==> src/rtl/hadamard_sweep_ctrl.sv <==
// Sweeps every amplitude pair of a 2^NQ state vector through an external gate unit
// over a go/done handshake and writes the results back in place.
module hadamard_sweep_ctrl #(
  parameter int unsigned NQ      = 3,
  parameter int unsigned W       = 32,
  parameter int unsigned TIMEOUT = 64
) (
  input  logic                     clk,
  input  logic                     reset,
  input  logic                     load_we,
  input  logic [NQ-1:0]            load_addr,
  input  logic [W-1:0]             load_data,
  input  logic                     start,
  input  logic [$clog2(NQ):0]      target,
  input  logic [NQ-1:0]            rd_addr,
  output logic [W-1:0]             rd_data,
  output logic                     busy,
  output logic                     finished,
  output logic                     err,
  output logic [W-1:0]             gate_up,
  output logic [W-1:0]             gate_down,
  output logic                     gate_go,
  input  logic [W-1:0]             gate_upout,
  input  logic [W-1:0]             gate_downout,
  input  logic                     gate_done,
  input  logic                     gate_running
);

  localparam int unsigned TW    = $clog2(NQ) + 1;
  localparam int unsigned DEPTH = 2 ** NQ;
  localparam int unsigned CW    = $clog2(TIMEOUT + 1);
  localparam logic [NQ-1:0] LAST_K  = NQ'(2 ** (NQ - 1) - 1);
  localparam logic [W-1:0]  ONE_AMP = W'(32'h3f80_0000);

  typedef enum logic [2:0] {
    S_IDLE,
    S_ISSUE,
    S_WAIT,
    S_WRBK,
    S_FIN
  } state_t;

  state_t        state, state_n;
  logic [NQ-1:0] k, k_n;
  logic [TW-1:0] t, t_n;
  logic [CW-1:0] cnt, cnt_n;
  logic [W-1:0]  cap_up, cap_up_n, cap_down, cap_down_n;
  logic [W-1:0]  gate_up_n, gate_down_n;
  logic          gate_go_n, busy_n, finished_n, err_n;
  logic [NQ-1:0] low_mask, i0, i1;
  logic [W-1:0]  amp [DEPTH];

  // Pair addresses: k with a zero bit inserted at the target position, and its partner.
  always_comb begin
    low_mask = (NQ'(1) << t) - NQ'(1);
    i0       = ((k & ~low_mask) << 1) | (k & low_mask);
    i1       = i0 | (NQ'(1) << t);
  end

  always_ff @(posedge clk) begin
    if (reset) begin
      state    <= S_IDLE;
      k        <= '0;
      t        <= '0;
      cnt      <= '0;
      cap_up   <= '0;
      cap_down <= '0;
      gate_up  <= '0;
      gate_down <= '0;
      gate_go  <= 1'b0;
      busy     <= 1'b0;
      finished <= 1'b0;
      err      <= 1'b0;
    end else begin
      state    <= state_n;
      k        <= k_n;
      t        <= t_n;
      cnt      <= cnt_n;
      cap_up   <= cap_up_n;
      cap_down <= cap_down_n;
      gate_up  <= gate_up_n;
      gate_down <= gate_down_n;
      gate_go  <= gate_go_n;
      busy     <= busy_n;
      finished <= finished_n;
      err      <= err_n;
    end
  end

  always_comb begin
    state_n     = state;
    k_n         = k;
    t_n         = t;
    cnt_n       = cnt;
    cap_up_n    = cap_up;
    cap_down_n  = cap_down;
    gate_up_n   = gate_up;
    gate_down_n = gate_down;
    gate_go_n   = 1'b0;
    busy_n      = busy;
    finished_n  = 1'b0;
    err_n       = 1'b0;
    case (state)
      S_IDLE: begin
        busy_n = 1'b0;
        if (start) begin
          if (target < TW'(NQ)) begin
            t_n     = target;
            k_n     = '0;
            busy_n  = 1'b1;
            state_n = S_ISSUE;
          end else begin
            err_n = 1'b1;
          end
        end
      end
      S_ISSUE: begin
        if (!gate_running) begin
          gate_up_n   = amp[i0];
          gate_down_n = amp[i1];
          gate_go_n   = 1'b1;
          cnt_n       = '0;
          state_n     = S_WAIT;
        end
      end
      S_WAIT: begin
        // A done coinciding with our own go pulse belongs to nothing we issued.
        if (gate_done && !gate_go) begin
          cap_up_n   = gate_upout;
          cap_down_n = gate_downout;
          state_n    = S_WRBK;
        end else if (cnt == CW'(TIMEOUT - 1)) begin
          err_n   = 1'b1;
          busy_n  = 1'b0;
          state_n = S_IDLE;
        end else begin
          cnt_n = cnt + CW'(1);
        end
      end
      S_WRBK: begin
        if (k == LAST_K) begin
          state_n = S_FIN;
        end else begin
          k_n     = k + NQ'(1);
          state_n = S_ISSUE;
        end
      end
      S_FIN: begin
        finished_n = 1'b1;
        busy_n     = 1'b0;
        state_n    = S_IDLE;
      end
      default: state_n = S_IDLE;
    endcase
  end

  // State vector: host loads only while idle, write-back owns it during a sweep.
  always_ff @(posedge clk) begin
    if (reset) begin
      for (int unsigned i = 0; i < DEPTH; i++) begin
        amp[i] <= (i == 0) ? ONE_AMP : '0;
      end
    end else if (state == S_IDLE && load_we) begin
      amp[load_addr] <= load_data;
    end else if (state == S_WRBK) begin
      amp[i0] <= cap_up;
      amp[i1] <= cap_down;
    end
  end

  always_ff @(posedge clk) begin
    if (reset) begin
      rd_data <= '0;
    end else begin
      rd_data <= amp[rd_addr];
    end
  end

endmodule

==> config.mk <==
export PLATFORM = sky130hd
export DESIGN_NAME = hadamard_sweep_ctrl
export DESIGN_NICKNAME = d
export VERILOG_FILES = /design/src/rtl/hadamard_sweep_ctrl.sv
export SDC_FILE = /design/constraint.sdc
export NUM_CORES = 1
export LEC_CHECK = 0
export BUFFER_PORTS_ARGS = -buffer_cell sky130_fd_sc_hd__clkbuf_2
export CAP_MARGIN = 20
export CORE_ASPECT_RATIO = 1.5
export CORE_MARGIN = 2
export CORE_UTILIZATION = 29
export CTS_BUF_LIST = sky130_fd_sc_hd__clkbuf_16
export DETAILED_ROUTE_END_ITERATION = 8
export GPL_ROUTABILITY_DRIVEN = 0
export PLACE_DENSITY = 0.5
export SLEW_MARGIN = 10
export SYNTH_ARGS = -nofsm -noshare
export SYNTH_HDL_FRONTEND = slang
export SYNTH_SLANG_ARGS = --single-unit
==> constraint.sdc <==
create_clock -name clk -period 3.65 [get_ports clk]
set_clock_uncertainty 0.2 [all_clocks]
set_input_delay 0.5475 -clock clk [delete_from_list [all_inputs] [get_ports clk]]
set_output_delay 0.5475 -clock clk [all_outputs]
set_load 0.02 [all_outputs]
==> impl_metrics.yaml, run 1 <==
clocking:
  clk_pin_slew_ns: 0.06
  clk_path_buf_depth: 3
  post_cts_buffers: 0
  cts_root_buf: "clkbuf_16"
  cts_made_buffers: 48
  clock_latency_ns: 0.63
  cts_tree: "yes"
  htreeDepth: 2
  cts_num_sinks: 436
  cts_resized: 0
route:
  first_pass_iters: 8
  num_vias: 20100
  remaining_drc_errors: 0
  routedWlPerCell_um: 26.0
  wl_um: 91900
  drtIter0Drc: 1796
  final_antenna_net_count: 0
  via_per_inst: 5.67
logic_synthesis:
  synth_area_um2: 23400
  yosysWarnings: 0
  synth_flop_cell: "edfxtp_1"
  yosys_register_bits: 436
  synth_area_per_cell_um2: 10.2
  async_flop_share_pct: 0
  ys_seq_area_share_pct: 48.3
  syn_inst: 2285
  syn_nets: 2400
  synth_edf_count: 256
  yosysUniqueCellTypes: 54
sta:
  setup_viol: 0
  rsz0062_at_grt: "no"
  relSlewSlack_pct: 21.2
  max_freq_ghz: 0.299
  fin_setup_tns_ns: 0
  period_share_pct: 91.7
  drv_slew: 0
  period_needed_ns: 3.35
  hold_viol_final: 0
  worstMarginPinSlew_ns: 1.18
worst_setup_path:
  crit_buf_inv: 1
  crit_fanout: 32
  critical-path-top-delay-family: "simple AND/OR/NAND/NOR gates"
  crit_chain: "nor3_4, inv_2, ha_1, a221o_1, nand2_1, nor3_2, nor2_1, nand2_4"
  slowest_delay_ns: 0.60
  cp-start-kind: "flip-flop"
  cp.arrival_ns: 3.38
  worstSetupPathType: "reg2reg"
  cp-end-kind: "flip-flop"
  cpMaxStageDelayCell: "nand2_4"
  cp.required_ns: 3.68
die:
  die-area_um2: 83000
  die_w_um: 236
  dieHeight_um: 352
  pin_count: 211
  num_rows: 127
  coreArea_um2: 79900
  start_util_pct: 29.3
final_layout:
  multi_input_area_um2: 11200
  layout-drive-gt1-share_pct: 22.4
  nFillCells: 7961
  postLayoutCellArea_um2: 28200
  antennaDiodeCount: 0
  area_growth_pct: 20.3
  fin_nets: 2582
  final-seq-area_um2: 11300
job:
  drv_cap: 0
global_route:
  grt_pass1_vias: 20100
  grt_overflow: 0
  grt_pass1_wl_um: 134000
  grt_max_degree: 66
  track_usage_pct: 21.7
  antenna_found_initial: 3
place:
  dpl_cell_area_um2: 25900
  portBuffers: 210
  hpwl_um: 60000
power_and_ir_drop:
  power_density_nw_per_um2: 425
  worst_ir_drop_vdd_mv: 0.281
  cellLeakagePower_uw: 0.0102
min_path:
  worst_hold_path_type: "in2reg"
run_status:
  status: "finished, final reports clean"
metal layers:
layer | share of wire (%) | vias to the layer above | GRT usage, %
li1 | - | 8908 | -
met1 | 38 | 9935 | 24.8
met2 | 51 | 966 | 39.7
met3 | 6.5 | 249 | 3.44
met4 | 4.7 | 6 | 10.0
met5 | 0.038 | - | 0
flip-flops by register name (all words and copies together) (netlist names), 3 cells and up:
name,count
k,3
state,3
gate_up,32
cnt,7
t,3
rd_data,32
amp,256
gate_down,32
cap_up,32
cap_down,32
area by class of cell:
| type | instances | area share (%) |
|---|---|---|
| clock inverter | 40 | 1.28 |
| sequential | 436 | 40.1 |
| tap | 1032 | 4.59 |
| clock buffer | 50 | 4.44 |
| inverter | 37 | 0.493 |
| timing repair buffer | 378 | 9.44 |
| multi-input combinational | 1566 | 39.6 |
where the power goes:
group	internal (uW)	switching (uW)	total (uW)	leakage (uW)
combinational	541	809	1350	0.00533
clock	2850	2190	5040	0.000835
sequential	5410	166	5570	0.00408
total	8800	3170	12000	0.0102
layout by cell type, fill, tap and decap left out, types with 4 or more instances in the layout:
cell	instances
a21oi_1	114
a222oi_1	32
a22oi_1	32
a31oi_1	11
a32oi_1	31
and3_1	32
buf_12	14
buf_4	93
bufinv_16	5
clkbuf_16	50
clkbuf_2	207
clkinv_1	5
clkinvlp_4	4
dfxtp_1	179
dlygate4sd3_1	63
edfxtp_1	256
ha_1	4
inv_1	49
inv_2	8
mux2i_1	98
mux4_2	127
nand2_1	606
nand2_2	7
nand2_4	7
nand2b_1	4
nand3_1	9
nor2_1	63
nor2_4	5
nor3_1	8
nor3_2	8
o21ai_0	38
o22ai_1	32
o31ai_1	249
or3_1	5
synth_stat cells (10+ instances only):
cell      number  share of area, %
dfxtp_1      180                15
mux2i_1       98               4.2
a21oi_1      115               2.5
o21ai_0       38              0.81
a31oi_1       11              0.29
buf_1         49              0.79
buf_2         38              0.81
a22oi_1       32               1.0
o22ai_1       32              0.86
mux4_2       127                12
clkbuf_1     154               2.5
o31ai_1      249               8.0
nand2_1      620               9.9
nand3_1       10              0.21
inv_1         35              0.56
nor2_1        68               1.1
and3_1        33              0.88
a32oi_1       31               1.2
nor3_1        16              0.34
a222oi_1      32               1.4
edfxtp_1     256                33
worst min-delay path, cell delays in order:
cell	delay (ns)
clkbuf_2	0.13
mux2i_1	0.08
nor2_1	0.08
kinds of logic after synthesis:
kind of cell / after synthesis / synth area share, %
simple gates: 783 / 13.6
mux: 225 / 16.4
flops: 436 / 48.3
fa+ha+maj: 4 / 0.214
xor+xnor: 4 / 0.150
buf+inv: 283 / 5.00
compound gates: 550 / 16.4
worst paths after layout:
path / start / to / slack [ns] / depth (start not counted)
setup reg to reg: t[2] / amp[7][8] / 0.30 / 8
hold / removal: target[1] / t[1] / 0.07 / 3
hold reg to reg: cap_up[13] / cap_up[13] / 0.25 / 2
setup / recovery: t[2] / amp[7][8] / 0.30 / 8
metrics by stage:
step / hold WS [ns] / total power, uW / cells / utilization [%] / setup WS [ns]
2_1_floorplan: 0.229 / 6390 / 2285 / - / 0.0300
3_3_place_gp: 0.241 / 6940 / 3386 / 32.4 / 0.385
3_5_place_dp: 0.246 / 6970 / 3386 / 32.4 / 0.346
4_1_cts: 0.0204 / 12100 / 3539 / 35.2 / 0.309
5_1_grt: 0.0519 / 12400 / 3539 / 35.2 / 0.148
6_report: 0.0652 / 12000 / 3539 / 35.2 / 0.302
timing repair:
action	in CTS	in global routing
hold endpoints to repair	63	0
hold buffers	63	0
endpoints found under the setup margin	0	0
No activity file was read; power rests on OpenSTA's default activity.
==> run 2, diff against run 1 <==
--- a/config.mk
+++ b/config.mk
@@ -13,7 +13,7 @@
 export CTS_BUF_LIST = sky130_fd_sc_hd__clkbuf_16
 export DETAILED_ROUTE_END_ITERATION = 8
 export GPL_ROUTABILITY_DRIVEN = 0
-export PLACE_DENSITY = 0.5
+export PLACE_DENSITY = 0.49
 export SLEW_MARGIN = 10
 export SYNTH_ARGS = -nofsm -noshare
 export SYNTH_HDL_FRONTEND = slang
==> constraint.sdc (replaced) <==
create_clock -name clk -period 3.2 [get_ports clk]
set_clock_uncertainty 0.2 [all_clocks]
set_input_delay 0.48 -clock clk [delete_from_list [all_inputs] [get_ports clk]]
set_output_delay 0.48 -clock clk [all_outputs]
set_load 0.02 [all_outputs]
==> run 2 against run 1 <==
Effect of this change:
- fmax is 9.5% higher
- sequential share of layout area fell by 0.85 points
- combinational power is 19% higher
==> impl_metrics.yaml, run 2 (same netlist as run 1, synthesis figures left out) <==
run_status:
  status: "finished, final reports clean"
sta:
  rsz0062_at_grt: "no"
  hold_viol_final: 0
  fin_setup_tns_ns: 0
  max_freq_ghz: 0.327
  worstMarginPinSlew_ns: 1.19
  period_share_pct: 95.5
  drv_slew: 0
  relSlewSlack_pct: 21.0
  whs_ns: 0.0327
  period_needed_ns: 3.06
  setup_viol: 0
worst_setup_path:
  worstSetupPathType: "reg2reg"
  cp-start-kind: "flip-flop"
  slowest_delay_ns: 0.93
  r2r_end: "gate_up[0]"
  cpMaxStageDelayCell: "and2_2"
  cp-end-kind: "flip-flop"
  critical-path-top-delay-family: "simple AND/OR/NAND/NOR gates"
  rrSetupSlack_ns: 0.14
  crit_buf_inv: 3
  r2r_cells: 9
  crit_chain: "nor3_4, inv_2, ha_4, xor2_1, a22oi_1, buf_4, and2_2, a222oi_1, inv_1"
  timing.rr.start: "t[1]"
  cp.arrival_ns: 3.39
  crit_fanout: 32
  cp.required_ns: 3.54
route:
  drtIter0Drc: 1861
  via_per_inst: 5.69
  wl_um: 93400
  final_antenna_net_count: 0
  routedWlPerCell_um: 26.1
  num_vias: 20400
  remaining_drc_errors: 0
  first_pass_iters: 9
place:
  dpl_cell_area_um2: 26500
  portBuffers: 210
  hpwl_um: 63500
final_layout:
  largest_reg_flops: 256
  nFillCells: 7960
  final_common_cell: "nand2_1"
  multi_input_area_um2: 11300
  area_growth_pct: 22.9
  fin_nets: 2621
  postLayoutCellArea_um2: 28800
  final-seq-area_um2: 11300
  regMostFlops: "amp"
  final_cell_mix: "nand2_1 (604), edfxtp_1 (256), o31ai_1 (249), clkbuf_2 (207), dfxtp_1 (179)"
  antennaDiodeCount: 0
  final_util_pct: 36.0
  layout-drive-gt1-share_pct: 23.9
die:
  die_w_um: 236
  start_util_pct: 29.3
  dieHeight_um: 352
  coreArea_um2: 79900
  die-area_um2: 83000
  pin_count: 211
  num_rows: 127
power_and_ir_drop:
  switching_share_pct: 26.2
  worst_ir_drop_vdd_mv: 0.346
  power_frac_comb_pct: 11.7
  power_frac_seq_pct: 46.1
  power_density_nw_per_um2: 480
  p_sw_uw: 3610
  p_int_uw: 10200
  cellLeakagePower_uw: 0.0105
  pwr-share-clk_pct: 42.2
global_route:
  antenna_found_initial: 2
  grt_pass1_wl_um: 136000
  grt_max_degree: 65
  track_usage_pct: 22.2
  grt_overflow: 0
  grt_pass1_vias: 20200
clocking:
  clk_pin_slew_ns: 0.06
  clock_latency_ns: 0.62
  cts_num_sinks: 436
  cts_root_buf: "clkbuf_16"
  clk_path_buf_depth: 3
  htreeDepth: 2
  cts_tree: "yes"
  cts_made_buffers: 48
min_path:
  hold_path_end: "state[0]"
  min_path_cells: 3
  worst_hold_path_type: "in2reg"
  min-delay-start: "gate_running"
job:
  drv_cap: 0
[run 2: layer usage]
layer	vias up	global-route usage (%)	part of all wire, %
met4	4	11.6	5.4
met3	287	3.55	6.9
li1	9003	-	-
met1	9969	25.4	37
met2	1094	39.8	51
met5	-	0	0.032
[run 2: timing repair]
item | CTS | global route
resized for setup | 0 | 1
hold buffers | 66 | 0
endpoints found under the setup margin | 0 | 7
endpoints found under the hold margin | 66 | 0
setup buffers | 0 | 0
[run 2: worst max path at each step]
stage / from / endpoint / slack [ns] / cells past startpoint
6_report: t[1] / gate_up[0] / 0.14 / 9
5_1_grt: t[1] / gate_down[31] / 0.03 / 10
4_1_cts: t[1] / amp[6][5] / 0.13 / 11
3_5_place_dp: t[1] / amp[6][10] / 0.15 / 11
3_3_place_gp: t[1] / gate_up[0] / 0.20 / 9
2_1_floorplan: t[1] / amp[2][0] / 0.001 / 13
[run 2: final cells by class]
cell class	instances	area share, %
Sequential cell	436	39.3
Multi-Input combinational cell	1566	39.1
Timing Repair Buffer	417	11.0
Tap cell	1032	4.49
Clock buffer	49	4.26
Clock inverter	40	1.35
Inverter	37	0.483
[run 2: power by group through the flow]
stage / registers, uW / clock network (uW) / logic, uW
2_1_floorplan: 6450 / 0 / 843
3_3_place_gp: 6460 / 0 / 1530
3_5_place_dp: 6480 / 0 / 1550
4_1_cts: 6360 / 5940 / 1620
5_1_grt: 6380 / 6150 / 1710
6_report: 6360 / 5830 / 1610
[run 2: worst register-to-register path: cells and delay by family, from the launching register on]
| family | cells | cell delay, ns |
|---|---|---|
| buf+inv | 3 | 0.39 |
| simple gates | 2 | 1.17 |
| flops | 1 | 0.39 |
| fa+ha+maj | 1 | 0.19 |
| compound gates | 2 | 0.51 |
| xor+xnor | 1 | 0.15 |
[run 2: metrics by stage]
step                total power (uW)  instances  worst slack, ns
CTS                            13900       3577            0.130
detailed placement              8030       3422            0.152
finish                         13800       3577            0.143
floorplan                       7300       2285          0.00123
global route                   14200       3577           0.0271
global placement                7990       3422            0.205
